File: src/rtl/hazard_fwd_ctrl.sv
// Hazard controller for the 5-stage pipeline: forwarding selects, load-use stall and
// redirect flush, driven from a private shadow copy of EX/MEM/WB destination state.
module hazard_fwd_ctrl #(
    parameter int unsigned CNT_W     = 32,
    parameter logic [1:0]  WSEL_LOAD = 2'd2
) (
    input  logic             clk,
    input  logic             rst,
    input  logic             id_valid,
    input  logic [4:0]       id_rR1,
    input  logic [4:0]       id_rR2,
    input  logic             id_re1,
    input  logic             id_re2,
    input  logic [4:0]       id_wR,
    input  logic             id_rf_we,
    input  logic [1:0]       id_rf_wsel,
    input  logic             ex_redirect,
    output logic [2:0]       rR1_forward,
    output logic [2:0]       rR2_forward,
    output logic             stall_pc,
    output logic             stall_if_id,
    output logic             flush_if_id,
    output logic             pipeline_flush,
    output logic [CNT_W-1:0] stall_cnt,
    output logic [CNT_W-1:0] flush_cnt
);

    localparam logic [CNT_W-1:0] CNT_ONE = {{(CNT_W-1){1'b0}}, 1'b1};

    logic       ex_we_r,  mem_we_r,  wb_we_r;
    logic [4:0] ex_wr_r,  mem_wr_r,  wb_wr_r;
    logic       ex_ld_r,  mem_ld_r;
    logic [CNT_W-1:0] stall_cnt_r, flush_cnt_r;
    logic       load_use_s;
    logic       ex_hit1_s, ex_hit2_s, mem_hit1_s, mem_hit2_s, wb_hit1_s, wb_hit2_s;

    // x0 is hard-wired zero, so it can never be a forwarding or stall source
    function automatic logic stage_hit(input logic we, input logic [4:0] wr,
                                       input logic [4:0] r, input logic re);
        return we & re & (wr == r) & (r != 5'd0);
    endfunction

    function automatic logic [2:0] fwd_sel(input logic ex_hit, input logic ex_ld,
                                           input logic mem_hit, input logic mem_ld,
                                           input logic wb_hit);
        logic [2:0] sel;
        if (ex_hit && !ex_ld)       sel = 3'd1;
        else if (mem_hit && mem_ld) sel = 3'd4;
        else if (mem_hit)           sel = 3'd2;
        else if (wb_hit)            sel = 3'd3;
        else                        sel = 3'd0;
        return sel;
    endfunction

    // Hazard detection, forward selection and pipeline control
    always_comb begin
        ex_hit1_s   = stage_hit(ex_we_r,  ex_wr_r,  id_rR1, id_re1);
        ex_hit2_s   = stage_hit(ex_we_r,  ex_wr_r,  id_rR2, id_re2);
        mem_hit1_s  = stage_hit(mem_we_r, mem_wr_r, id_rR1, id_re1);
        mem_hit2_s  = stage_hit(mem_we_r, mem_wr_r, id_rR2, id_re2);
        wb_hit1_s   = stage_hit(wb_we_r,  wb_wr_r,  id_rR1, id_re1);
        wb_hit2_s   = stage_hit(wb_we_r,  wb_wr_r,  id_rR2, id_re2);
        load_use_s  = id_valid & ex_ld_r & (ex_hit1_s | ex_hit2_s);

        rR1_forward    = 3'd0;
        rR2_forward    = 3'd0;
        stall_pc       = 1'b0;
        stall_if_id    = 1'b0;
        flush_if_id    = 1'b0;
        pipeline_flush = 1'b0;

        if (id_valid && !load_use_s) begin
            rR1_forward = fwd_sel(ex_hit1_s, ex_ld_r, mem_hit1_s, mem_ld_r, wb_hit1_s);
            rR2_forward = fwd_sel(ex_hit2_s, ex_ld_r, mem_hit2_s, mem_ld_r, wb_hit2_s);
        end else begin
            rR1_forward = 3'd0;
            rR2_forward = 3'd0;
        end

        if (ex_redirect) begin
            flush_if_id    = 1'b1;
            pipeline_flush = 1'b1;
        end else if (load_use_s) begin
            stall_pc       = 1'b1;
            stall_if_id    = 1'b1;
            pipeline_flush = 1'b1;
        end else begin
            pipeline_flush = 1'b0;
        end
    end

    // Shadow EX/MEM/WB destination state; downstream stages never stall
    always_ff @(posedge clk or posedge rst) begin
        if (rst) begin
            ex_we_r  <= 1'b0;  ex_wr_r  <= 5'd0;  ex_ld_r  <= 1'b0;
            mem_we_r <= 1'b0;  mem_wr_r <= 5'd0;  mem_ld_r <= 1'b0;
            wb_we_r  <= 1'b0;  wb_wr_r  <= 5'd0;
        end else begin
            wb_we_r  <= mem_we_r;  wb_wr_r  <= mem_wr_r;
            mem_we_r <= ex_we_r;   mem_wr_r <= ex_wr_r;   mem_ld_r <= ex_ld_r;
            if (pipeline_flush) begin
                ex_we_r <= 1'b0;
                ex_wr_r <= 5'd0;
                ex_ld_r <= 1'b0;
            end else begin
                ex_we_r <= id_rf_we & id_valid;
                ex_wr_r <= id_wR;
                ex_ld_r <= (id_rf_wsel == WSEL_LOAD);
            end
        end
    end

    // Performance event counters; a redirect masks a concurrent load-use stall
    always_ff @(posedge clk or posedge rst) begin
        if (rst) begin
            stall_cnt_r <= '0;
            flush_cnt_r <= '0;
        end else begin
            if (load_use_s && !ex_redirect) stall_cnt_r <= stall_cnt_r + CNT_ONE;
            if (ex_redirect)                flush_cnt_r <= flush_cnt_r + CNT_ONE;
        end
    end

    assign stall_cnt = stall_cnt_r;
    assign flush_cnt = flush_cnt_r;

endmodule

File: config.mk
export PLATFORM = sky130hd
export DESIGN_NAME = hazard_fwd_ctrl
export DESIGN_NICKNAME = d
export VERILOG_FILES = /design/src/rtl/hazard_fwd_ctrl.sv
export SDC_FILE = /design/constraint.sdc
export NUM_CORES = 1
export LEC_CHECK = 0
export ABC_AREA = 1
export CAP_MARGIN = 15
export CELL_PAD_IN_SITES_DETAIL_PLACEMENT = 1
export CELL_PAD_IN_SITES_GLOBAL_PLACEMENT = 2
export CORE_ASPECT_RATIO = 1.1
export CORE_UTILIZATION = 32
export DETAILED_ROUTE_END_ITERATION = 16
export DONT_BUFFER_PORTS = 1
export PLACE_DENSITY = 0.76
export SLEW_MARGIN = 20
export SYNTH_ARGS = -nofsm -noshare
export SYNTH_HDL_FRONTEND = slang
export SYNTH_SLANG_ARGS = --single-unit
File: constraint.sdc
create_clock -name clk -period 3.35 [get_ports clk]
set_clock_uncertainty 0.05 [all_clocks]
set_input_delay 1.005 -clock clk [delete_from_list [all_inputs] [get_ports clk]]
set_output_delay 1.005 -clock clk [all_outputs]
set_load 0.1 [all_outputs]
Word-level counts from Yosys, hierarchy flattened
Cells that the tools add are included.
{ "word_totals": {"ff_bits": 84, "latchBits": 0, "ramBits": 0, "rom_bits": 0, "inputBits": 24, "output_inout_bits": 74, "wordCells": 69, "mem_count": 0} }
{ "classes": {"n_addsub": 2, "multipliers": 0, "n_div": 0, "n_lt_le_gt_ge": 0, "eq_ne": 7, "n_shift": 0, "muxes": 17, "bitwise": 22, "n_reduce_logical": 11} }
{ "op_table": {"columns": ["op", "n"], "rows": [
  ["32-bit by 1-bit adder with 32-bit output (second input constant)", 2],
  ["5-bit == test", 6],
  ["1-bit bitwise AND", 21],
  ["3-bit two-way mux", 6],
  ["5-bit nonzero test", 2],
  ["2-bit two-way mux", 4],
  ["1-bit logical AND", 6],
  ["1-bit two-way mux", 6],
  ["5-bit two-way mux", 1],
  ["1-bit zero test", 3],
  ["2-bit == test (second input constant)", 1],
  ["1-bit bitwise OR", 1]
]} }

Longest topological paths before layout
{ "depth": {"word_depth": 8, "depth_mapped": 12, "depth_no_buf": 11} }

Worst setup path before layout
Ideal clock, no wire load.
{ "synth_path": {"path_kind": "input to output", "startpoint": "input id_rR2[4]", "endpoint": "output rR1_forward[0]", "arrival_time_ns": 2.946, "t_required_ns": 2.295, "setup_slack_ns": -0.651, "path_stages": 9, "n_path_buf": 0, "cell_sequence": "inv_2 > nand3_1 > nor2_1 > nor2_1 > nand2_1 > nand2_4 > nand2_2 > nand2_1 > nor2_1"} }
{ "synth_via": {"elab_chain_len": 8, "word_cells_on_any_way": 9, "classes_between": "eq/ne (1); mux (1); bitwise (4); reduce/logical (3)"} }
{ "synth_rtl": {"columns": ["element", "line", "source"], "rows": [
  ["start: declaration", "11", "input logic [4:0] id_rR2,"],
  ["5-bit == test", "40", "return we & re & (wr == r) & (r != 5'd0);"],
  ["1-bit bitwise AND", "40", null],
  ["1-bit bitwise AND (*)", "40", null],
  ["1-bit bitwise OR (*)", "63", "load_use_s = id_valid & ex_ld_r & (ex_hit1_s | ex_hit2_s);"],
  ["1-bit bitwise AND (*)", "63", null],
  ["1-bit zero test (*)", "72", "if (id_valid && !load_use_s) begin"],
  ["1-bit logical AND (*)", "72", null],
  ["3-bit two-way mux (*)", "72", null],
  ["end: declaration", "18", "output logic [2:0] rR1_forward,"]
]} }
Every way passes the cells marked *; elsewhere a longest branch is shown, timed or not.

Final worst setup path
{ "layout_path": {"startpoint": "input id_rR2[1]", "endpoint": "output rR2_forward[1]"} }
{ "layout_via": {"elab_chain_len": 8, "word_cells_on_any_way": 21, "classes_between": "eq/ne (3); mux (5); bitwise (8); reduce/logical (5)"} }
{ "layout_rtl": {"columns": ["element", "line", "source"], "rows": [
  ["5-bit == test", "40", null],
  ["1-bit bitwise AND (2 in a row)", "40", null],
  ["2-bit two-way mux or 1-bit bitwise OR (tied branches)", "50, 63", null],
  ["2-bit two-way mux or 1-bit bitwise AND (tied branches)", "49, 63", null],
  ["3-bit two-way mux or 1-bit zero test (tied branches)", "48, 72", null],
  ["3-bit two-way mux or 1-bit logical AND (tied branches)", "47, 72", null],
  ["3-bit two-way mux (*)", "72", null],
  ["end: declaration", "19", "output logic [2:0] rR2_forward,"]
]} }
Marked as above.

==> metrics list <==
- Status: finished, final reports clean
- The worst path in the final design needs a cycle of ~3.2 ns, including I/O delays and setup.
* Detailed-routing iteration count for the pre-antenna-repair pass: 4
* Number of buffers added for setup after CTS: 0
- After clock tree synthesis, the repair step resized 0 gates.
- The startpoint identified for the worst hold timing path is ex_ld_r$_DFF_PP0_.
* Port bufs: 0
- Number of synthesis warnings: 0
- After clock tree synthesis, the clock-pin slew on the worst setup and hold paths is 0.06 ns.
- Internal Power: 0.00171 W
- Critical-path top delay cell: sky130_fd_sc_hd__buf_12
- In the post-synthesis netlist, the biggest area contributors are sky130_fd_sc_hd__dfrtp_1 (41%), sky130_fd_sc_hd__nand2_1 (20%), sky130_fd_sc_hd__nor2_1 (7.5%), sky130_fd_sc_hd__inv_1 (5.7%), sky130_fd_sc_hd__nand4_1 (5.0%).
- Routability-driven placement finished with a final weighted congestion of about 0.89.
- Setup violations remaining at the end of the flow were counted as 0.
- Critical path peak fanout: 5
- The first global-routing pass estimated between 20000 and 30000 um of wire.
- Transition time of the tightest slew-check pin: 1.05 ns
- Achievable Freq: 309 MHz
- Setup slack on the critical path of the routed design comes to 0.114 ns.
- Largest voltage drop on the vdd net: 0.215 mV
- In this run the count of I/O pins placed on the die edge is 98.
* Slowest Stage Delay on Critical Path: 0.19 ns
- Sequential cell area: about 2100 um^2
- Category of the critical setup timing path: in -> out
* Number of flip-flops and latches in the synthesized netlist: 84
- Utilization after layout: 39.5%
- The count of final hold-check violations came to 0.
* Placeable Area: 15700 um^2
- Growth of design area from synthesis to finish: 20.6%
* Pin count of the biggest net entering global routing: 85
- Chain of cells forming the critical path: inv_2, nand2_1, nand2_1, clkinv_1, nand2_1, nor2_1, nand2_1, nand2_4, nand2_2, nand3_1, nor2_2, buf_12
- The total count of max-transition violations in the final report came to 0.
* Total GRT Usage: around a fifth
- The number of antenna violations at the first check in global routing came to 0.
- The initialized floorplan defines between 40 and 50 standard-cell rows.
- Reg2Reg Setup Slack: 1.07 ns
- Kind of launch point of the worst setup path: input port
* Via Count: 4963
* End point of the worst hold path: mem_ld_r$_DFF_PP0_
- Commonest non-fill, non-tap cell in the layout: sky130_fd_sc_hd__nand2_1
* Fillers: 1995
* CTS Sinks: 84
* # diodes: 0
* Routed via count divided by cell count: around 4.9
* Synthesized net count: 777
* Switching power as a share of total power: 36.0%
- The number of cells on the worst reg-to-reg path is 8.
- Dividing the detail-routed wire length by the instance count gives about 16 um.
- For this run the aggregate overflow at the end of global routing stands at 0.
- Number of routed nets with antenna violations: 0
- The largest total area in the synthesized netlist belongs to sky130_fd_sc_hd__dfrtp_1.
- Synthesized instance count: 751
- Data arrival time of the worst path: 2.18 ns
- Power share of the combinational group: 22.7%
- Ratio of final minimum period to clock period: a little over nine tenths
- For this block, the routed nets add up to 16200 um of wire.
* End of the worst register-to-register path: flush_cnt[24]$_DFFE_PP0P_
- Root Buffer: sky130_fd_sc_hd__clkbuf_16
- The die covers 16600 um^2.
- Sequential share of power: between 40% and 50%
* Iter 0 DRT Violations: 174
* Worst reg2reg path startpoint: flush_cnt[1]$_DFFE_PP0P_
* Distinct cells, synth: 31
- Footprint of the multi-input gates: roughly 2600 um^2
* Critical path capture point type: output pin
- Leading cell types in the layout, fill and taps excluded: sky130_fd_sc_hd__nand2_1 (275), sky130_fd_sc_hd__nor2_1 (95), sky130_fd_sc_hd__dfrtp_1 (84)
* Max H-tree Level: 3
* Y dimension of the die: between 100 and 150 um
- TritonCTS created 9 clock buffers.
* Number of global-route vias before repair: 5323
- Among the stages of the critical path, the cell type that occurs most often is sky130_fd_sc_hd__nand2_1.
* Data required time of the critical path: approximately 2.3 ns
- The average instance in the mapped netlist occupies around 6.9 um^2.
- Worst min-delay path category: reg -> reg
- OpenSTA, run right after detailed placement, puts the worst setup slack at 0.104 ns.
- The analysis attributes to cell leakage a power of around 3 nW.
- Die width: roughly 120 um
* Clk_lat worst skew: ~0.34 ns
* Headroom to the max-slew limit: about 30%
* CTS tree: yes
* Seq/Total Area, Yosys: 40.7%
- Share of layout cells above drive strength 1: 13.6%
* Clock Power Share: 35.8%
- Setup repair after global routing missed its margin: false
* Netlist Area Pre-Place: around 5200 um^2
- No sink is reached through more buffers than the 2 on the longest clock path.
* DR DRC count: 0
- Worst Hold Path Cells: 0
- After legalization and detailed placement, the total HPWL measured 12400 um.
- For this design the total switching power over the nets is between 0.0009 and 0.001 W.
- The tool flagged a number of max-cap violations equal to 0.
* Final #Nets: 837
- Pwr/cell area: approximately 430 nW/um^2
- Synth top area share: 40.7%
- Starting Density: 32.8%
* Hold buffers post-CTS: 0
==> cell families after synthesis <==
kind of cell             synth area share, %
adder cells (fa/ha/maj)                0.485
buffers and inverters                   8.76
AO/OA/AOI/OAI                           1.96
XOR/XNOR                                7.13
AND/OR/NAND/NOR                         40.9
flip-flops                              40.7
==> worst max-delay path: cells and delay by family <==
family	cells	cell delay (ns)
simple gates	9	0.85
buf+inv	3	0.31
==> power by group through the flow <==
stage	clock, W	combinational (W)	sequential, W
after floorplan	0	0.000167	0.00143
after global placement	0	0.000608	0.00113
after detailed placement	0	0.000615	0.00113
after CTS	0.000997	0.000616	0.00111
after global routing	0.00104	0.000645	0.00112
final	0.000958	0.000610	0.00111
==> state kept, by name (all words and copies together) (netlist names) <==
name / flops
ex_ld_r: 1
ex_we_r: 1
ex_wr_r: 5
flush_cnt: 32
mem_ld_r: 1
mem_we_r: 1
mem_wr_r: 5
stall_cnt: 32
wb_we_r: 1
wb_wr_r: 5
==> worst max-delay path by stage <==
stage / startpoint / end / slack [ns] / cells after the start
6_report: id_rR2[1] / rR2_forward[1] / 0.11 / 12
2_1_floorplan: id_rR1[1] / stall_pc / -0.20 / 10
3_5_place_dp: id_rR2[1] / rR2_forward[0] / 0.10 / 12
4_1_cts: id_rR2[1] / rR2_forward[0] / 0.10 / 12
3_3_place_gp: id_rR2[0] / rR2_forward[1] / 0.15 / 8
5_1_grt: id_rR2[1] / rR2_forward[1] / 0.0005 / 12
==> metrics by stage <==
| step | hold WS (ns) | TNS [ns] | instance area (um^2) | power [W] | instances |
|---|---|---|---|---|---|
| global placement | 0.338 | 0 | 5940 | 0.00174 | 1000 |
| finish | 0.367 | 0 | 6220 | 0.00268 | 1016 |
| detailed placement | 0.362 | 0 | 5940 | 0.00175 | 1000 |
| floorplan | 0.324 | -1.36 | 5220 | 0.00160 | 751 |
| CTS | 0.370 | 0 | 6220 | 0.00273 | 1016 |
| global route | 0.383 | 0 | 6220 | 0.00280 | 1016 |
==> layer usage <==
layer	wire length, um	share of wire [%]	track usage (%)	up-vias
met2	7890	49	34.9	78
met3	783	4.8	4.92	18
met5	0	0	0	-
li1	-	-	-	2472
met1	7210	45	25.9	2395
met4	274	1.7	6.36	0
==> layout make-up <==
| cell class | count | area share, % |
|---|---|---|
| clock buffer | 11 | 3.90 |
| clock inverter | 5 | 0.563 |
| inverter | 90 | 5.67 |
| multi-input combinational | 561 | 42.4 |
| sequential | 84 | 33.8 |
| tap | 200 | 4.02 |
| timing repair buffer | 65 | 9.65 |
==> cell usage after synthesis (all sizes together) <==
cell type,number
a31oi,1
o211ai,1
nand2,278
nand3,50
nand3b,3
buf,15
and2,1
clkbuf,1
xnor2,17
ha,2
clkinv,2
o21ai,10
nand4,41
nor2,108
o22ai,2
nor4,1
a21oi,5
xor2,25
inv,88
nor3,16
dfrtp,84
(Power assumes the default switching activity.)
